**src/rtl/dmem_ctrl.sv**
```systemverilog
// ============================================================================
// dmem_ctrl : word-organised data memory controller, valid/ready request port,
//             byte-lane stores, optional wait states. Rev 1.0
// ============================================================================
`default_nettype none

module dmem_ctrl #(
    parameter int ADDR_W   = 6,
    parameter int WAIT_CYC = 0
) (
    input  logic        clk,
    input  logic        rst,
    input  logic        req_valid,
    input  logic        req_we,
    input  logic [31:0] req_addr,
    input  logic [31:0] req_wdata,
    input  logic [3:0]  req_mask,
    output logic        req_ready,
    output logic        rsp_valid,
    output logic [31:0] rsp_rdata,
    output logic        rsp_err
);

    localparam int         c_DEPTH    = 1 << ADDR_W;
    localparam logic [3:0] c_CNT_INIT = (WAIT_CYC > 0) ? 4'(WAIT_CYC - 1) : 4'd0;

    typedef enum logic [1:0] {
        S_IDLE = 2'd0,
        S_WAIT = 2'd1,
        S_RESP = 2'd2
    } state_t;

    state_t      r_state, w_state_nxt;
    logic [3:0]  r_cnt, w_cnt_nxt;
    logic        w_access;

    logic        r_we;
    logic [31:0] r_addr;
    logic [31:0] r_wdata;
    logic [3:0]  r_mask;

    logic        r_rsp_valid;
    logic [31:0] r_rsp_rdata;
    logic        r_rsp_err;

    logic [31:0] r_mem [c_DEPTH];

    logic              w_accept;
    logic              w_acc_we;
    logic [31:0]       w_acc_addr;
    logic [31:0]       w_acc_wdata;
    logic [3:0]        w_acc_mask;
    logic              w_err;
    logic [ADDR_W-1:0] w_idx;
    logic [31:0]       w_old;
    logic [31:0]       w_merged;

    assign req_ready = (r_state == S_IDLE);
    assign w_accept  = (r_state == S_IDLE) && req_valid;

    // With zero wait states the access happens on the accept edge itself,
    // so the live request is used instead of the not-yet-latched copy.
    assign w_acc_we    = (r_state == S_IDLE) ? req_we    : r_we;
    assign w_acc_addr  = (r_state == S_IDLE) ? req_addr  : r_addr;
    assign w_acc_wdata = (r_state == S_IDLE) ? req_wdata : r_wdata;
    assign w_acc_mask  = (r_state == S_IDLE) ? req_mask  : r_mask;

    assign w_err = (w_acc_addr[1:0] != 2'b00) || (|w_acc_addr[31:ADDR_W+2]);
    assign w_idx = w_acc_addr[ADDR_W+1:2];
    assign w_old = r_mem[w_idx];

    always_comb begin
        w_merged = w_old;
        for (int b = 0; b < 4; b++) begin
            if (w_acc_mask[b]) begin
                w_merged[8*b +: 8] = w_acc_wdata[8*b +: 8];
            end
        end
    end

    always_comb begin
        w_state_nxt = r_state;
        w_cnt_nxt   = r_cnt;
        w_access    = 1'b0;
        case (r_state)
            S_IDLE: begin
                if (req_valid) begin
                    if (WAIT_CYC == 0) begin
                        w_access    = 1'b1;
                        w_state_nxt = S_RESP;
                    end else begin
                        w_cnt_nxt   = c_CNT_INIT;
                        w_state_nxt = S_WAIT;
                    end
                end
            end
            S_WAIT: begin
                if (r_cnt == 4'd0) begin
                    w_access    = 1'b1;
                    w_state_nxt = S_RESP;
                end else begin
                    w_cnt_nxt = r_cnt - 4'd1;
                end
            end
            S_RESP:  w_state_nxt = S_IDLE;
            default: w_state_nxt = S_IDLE;
        endcase
    end

    always_ff @(posedge clk) begin
        if (!rst) begin
            r_state     <= S_IDLE;
            r_cnt       <= 4'd0;
            r_rsp_valid <= 1'b0;
            r_rsp_rdata <= 32'd0;
            r_rsp_err   <= 1'b0;
        end else begin
            r_state     <= w_state_nxt;
            r_cnt       <= w_cnt_nxt;
            r_rsp_valid <= w_access;
            if (w_access) begin
                r_rsp_err   <= w_err;
                r_rsp_rdata <= w_err ? 32'd0 : (w_acc_we ? w_merged : w_old);
            end
        end
    end

    always_ff @(posedge clk) begin
        if (w_accept) begin
            r_we    <= req_we;
            r_addr  <= req_addr;
            r_wdata <= req_wdata;
            r_mask  <= req_mask;
        end
    end

    // Reset gates the write so a request caught in WAIT leaves memory intact.
    always_ff @(posedge clk) begin
        if (rst && w_access && w_acc_we && !w_err) begin
            r_mem[w_idx] <= w_merged;
        end
    end

    assign rsp_valid = r_rsp_valid;
    assign rsp_rdata = r_rsp_rdata;
    assign rsp_err   = r_rsp_err;

endmodule

`default_nettype wire

```
**config.mk**
```make
export PLATFORM = sky130hd
export DESIGN_NAME = dmem_ctrl
export DESIGN_NICKNAME = d
export VERILOG_FILES = /design/src/rtl/dmem_ctrl.sv
export SDC_FILE = /design/constraint.sdc
export NUM_CORES = 2
export LEC_CHECK = 0
export CAP_MARGIN = 20
export CORE_UTILIZATION = 45
export DETAILED_ROUTE_END_ITERATION = 10
export SETUP_SLACK_MARGIN = 0.5
export SYNTH_ARGS = -nofsm -noshare
export SYNTH_HDL_FRONTEND = slang
export SYNTH_SLANG_ARGS = --single-unit
```
**constraint.sdc**
```tcl
create_clock -name clk -period 25.8 [get_ports clk]
set_input_delay 7.74 -clock clk [delete_from_list [all_inputs] [get_ports clk]]
set_output_delay 7.74 -clock clk [all_outputs]
set_load 0.05 [all_outputs]
```
==> metrics.md <==
| Metric | Value |
|---|---|
| Vias | `51.4k` |
| HP Class | `reg2reg` |
| DRC Markers | `0` |
| Setup bufs post-CTS | `0` |
| CP required | `26.39 ns` |
| Area after DPL | `between 0.08 and 0.09 mm²` |
| Logic gate share of total power | `~7.8%` |
| Synthesis-to-finish area growth | `14.5%` |
| Slew Limit Fails | `0` |
| Top cells by area, synth | `edfxtp_1, o22ai_1, nand2_1, mux2i_1, a21oi_1` |
| Syn_nets | `between 4k and 5k` |
| Post-Route Setup TNS | `0 ns` |
| Vias in the first global route | `47.8k` |
| CTS Root Cell | `clkbuf_16` |
| Total global routing overflow | `0` |
| Routed WL per cell | `39.2 µm` |
| Slowest stage delay, CP | `0.77 ns` |
| DR iter-0 viols | `9,847` |
| Initial antenna violation count | `11` |
| Number of fillers in the final layout | `between 10k and 15k` |
| First-pass DRT Iterations | `8` |
| Max Clk Rate | `0.0745 GHz` |
| CTS tree | `done` |
| Crit-path cells | `clkdlybuf4s50_1 -> nand4bb_2 -> buf_4 -> and2_4 -> buf_4 -> o22ai_1 -> o41ai_1 -> nand4_1 -> or4_1 -> mux2i_4 -> buf_4` |
| Post-CTS sizing | `0` |
| DIE AREA | `0.181 mm²` |
| Final Cell Area | `0.0922 mm²` |
| I/O Buffers | `106` |
| Min Tclk post-route | `13.42 ns` |
| Finish-stage setup viols | `0` |
| Die extent in x | `about 420 µm` |
| Mapped Area | `around 0.081 mm²` |
| #FFs+latches synth | `2,152` |
| Clock power share | `about two fifths` |
| Clock transition at path regs | `0.06 ns` |
| Most frequent cell on the critical path | `buf_4` |
| Most common cell in the netlist | `edfxtp_1` |
| Most used DFF post-synth | `edfxtp_1` |
| Antenna-violating nets left | `0` |
| Flop pwr share | `52.6%` |
| Status | `completed` |
| Drt total wl | `296,000 µm` |
| Post-synth top area cell | `edfxtp_1` |
| Peak VDD IR | `around 70 µV` |
| Share of layout cells above drive strength 1 | `13.0%` |
| Global-route wire length before repair | `399,000 µm` |
| Mean Syn Cell Area | `approximately 17 µm²` |
| Post-synth EDFFs | `2,117` |
| WP data arrival | `14.01 ns` |
| Crit Path Max Fanout | `44` |
| Final hold violation count | `0` |
| Final Cycle Share | `52.0%` |
| CTS buffer count | `209` |
| H-tree depth | `4` |
| CP startpoint kind | `input port` |
| DR vias/cell | `6.80` |
| Psw | `between 1500 and 2000 µW` |
| CTS sink count | `2,152` |
| Cell Rows | `154` |
| RSZ-0062 raised after global routing | `false` |
| Overall Global Routing Usage | `32.3%` |
| Largest net degree at the start of global routing | `about 110` |
| Lkg Pwr | `between 0.02 and 0.03 µW` |
| IO Count | `107` |
| Final GP Congestion | `0.846` |
| Layout net count | `5,101` |
| Sw Share | `23.5%` |
| Die height | `425 µm` |
| Hold-fix buffer count after cts | `0` |
| Async S/R FF share, synth | `0%` |
| Post-synth top cells | `edfxtp_1, nand2_1, o22ai_1` |
| Synth top area share | `79.0%` |
| Dpl hpwl | `approximately 160,000 µm` |
| Critical path type | `in2reg` |
| Worst-margin pin slew | `1.26 ns` |
| Starting density of the core | `45.5%` |
| Pwr/cell area | `82.4 mW/mm²` |
| Setup crit end kind | `register` |
| Worst skew pair latency | `0.87 ns` |
| Core Area | `0.177 mm²` |
| Worst-case clock buffer depth | `3` |
| Post-Syn Instances | `about 4.8k` |
| Max-Slew Margin vs Limit | `between 15 and 20%` |
| CP max stage cell | `buf_4` |
| Clk_skew | `approximately 0.033 ns` |
| Register area share after synthesis | `79.8%` |
| Max-cap violations | `0` |
| YS warnings | `0` |
| Unique masters post-synth | `65` |
| Cell-internal power | `about 5800 µW` |
placed cells by master (no fill, tap or decap), drive strengths merged, types with 10 or more instances in the layout:
| master | instances |
|---|---|
| o22ai | 518 |
| nor2 | 152 |
| nand2b | 10 |
| nor3 | 32 |
| o31ai | 26 |
| o22a | 55 |
| clkinv | 88 |
| mux2 | 49 |
| nor4 | 60 |
| clkdlybuf4s50 | 106 |
| o21ai | 10 |
| edfxtp | 2117 |
| dfxtp | 35 |
| buf | 188 |
| inv | 14 |
| and3 | 51 |
| nand3 | 80 |
| or4 | 66 |
| nand2 | 534 |
| a32oi | 48 |
| o221ai | 58 |
| a21o | 16 |
| nand4 | 13 |
| a21oi | 160 |
| clkbuf | 277 |
| a211oi | 30 |
| a32o | 36 |
| mux2i | 184 |
| a31oi | 85 |
| bufinv | 14 |
| o41ai | 29 |
area by class of cell:
| class | count | area [µm²] | area share [%] |
|---|---|---|---|
| well taps | 2340 | 2930 | 3.17 |
| diodes | 9 | 22.5 | 0.0244 |
| clock inverters | 118 | 1010 | 1.09 |
| repair buffers | 294 | 2540 | 2.75 |
| multi-input cells | 2366 | 15800 | 17.1 |
| inverters | 6 | 22.5 | 0.0244 |
| flip-flops and latches | 2152 | 64300 | 69.7 |
| clock buffers | 277 | 5670 | 6.15 |
per-stage QoR:
step	setup slack, ns	total power, µW	hold WS [ns]	instances	utilization (%)
global route	12.37	7750	0.508	7556	52.1
finish	12.38	7600	0.469	7562	52.1
floorplan	11.61	4390	0.530	4841	-
detailed placement	11.70	4640	0.455	7157	48.3
CTS	12.58	7580	0.474	7552	52.1
global placement	11.74	4630	0.456	7156	48.3
routing by layer:
| metal | vias up | part of all wire, % | track usage, % |
|---|---|---|---|
| met4 | 8 | 5.8 | 16.4 |
| met2 | 4308 | 44 | 48.3 |
| met3 | 809 | 14 | 8.27 |
| met5 | - | 0.019 | 0 |
| li1 | 20000 | - | - |
| met1 | 26300 | 36 | 43.8 |
worst max-delay path: cells and delay by family:
family / cells / cell delay, ns
AO/OA/AOI/OAI: 2 / 0.59
buffers and inverters: 4 / 2.47
multiplexers: 1 / 0.57
AND/OR/NAND/NOR: 4 / 2.49
sequential cells by signal, indices dropped and copies added (netlist names):
signal     cells
r_addr        32
rsp_err        1
rsp_valid      1
r_mem       2048
rsp_rdata     32
r_mask         4
r_we           1
r_state        1
r_wdata       32
power groups by stage:
stage | sequential, µW | combinational, µW | clock, µW
after floorplan | 4090 | 298 | 0
after global placement | 4070 | 562 | 0
after detailed placement | 4070 | 573 | 0
after CTS | 4000 | 574 | 3010
after global routing | 4000 | 607 | 3150
final | 4000 | 592 | 3010
path summary, 6_finish.rpt:
path / startpoint / endpoint / slack [ns] / cells after the start
worst max-delay path: req_addr[4] / r_mem[37][11] / 12.38 / 11
worst max register to register: r_state[1] / r_mem[37][11] / 19.13 / 10
worst min register to register: rsp_rdata[25] / rsp_rdata[25] / 0.47 / 2
worst min-delay path: rsp_rdata[25] / rsp_rdata[25] / 0.47 / 2
cell families (layout without fill, tap and decap cells):
group / after synthesis / after routing / synth area share (%)
AO/OA/AOI/OAI: 1103 / 1103 / 9.30
buffers and inverters: 323 / 695 / 1.99
flip-flops: 2152 / 2152 / 79.8
multiplexers: 233 / 233 / 3.01
other: 0 / 9 / 0
AND/OR/NAND/NOR: 1030 / 1030 / 5.87
Power figures use the tool's default switching activity.
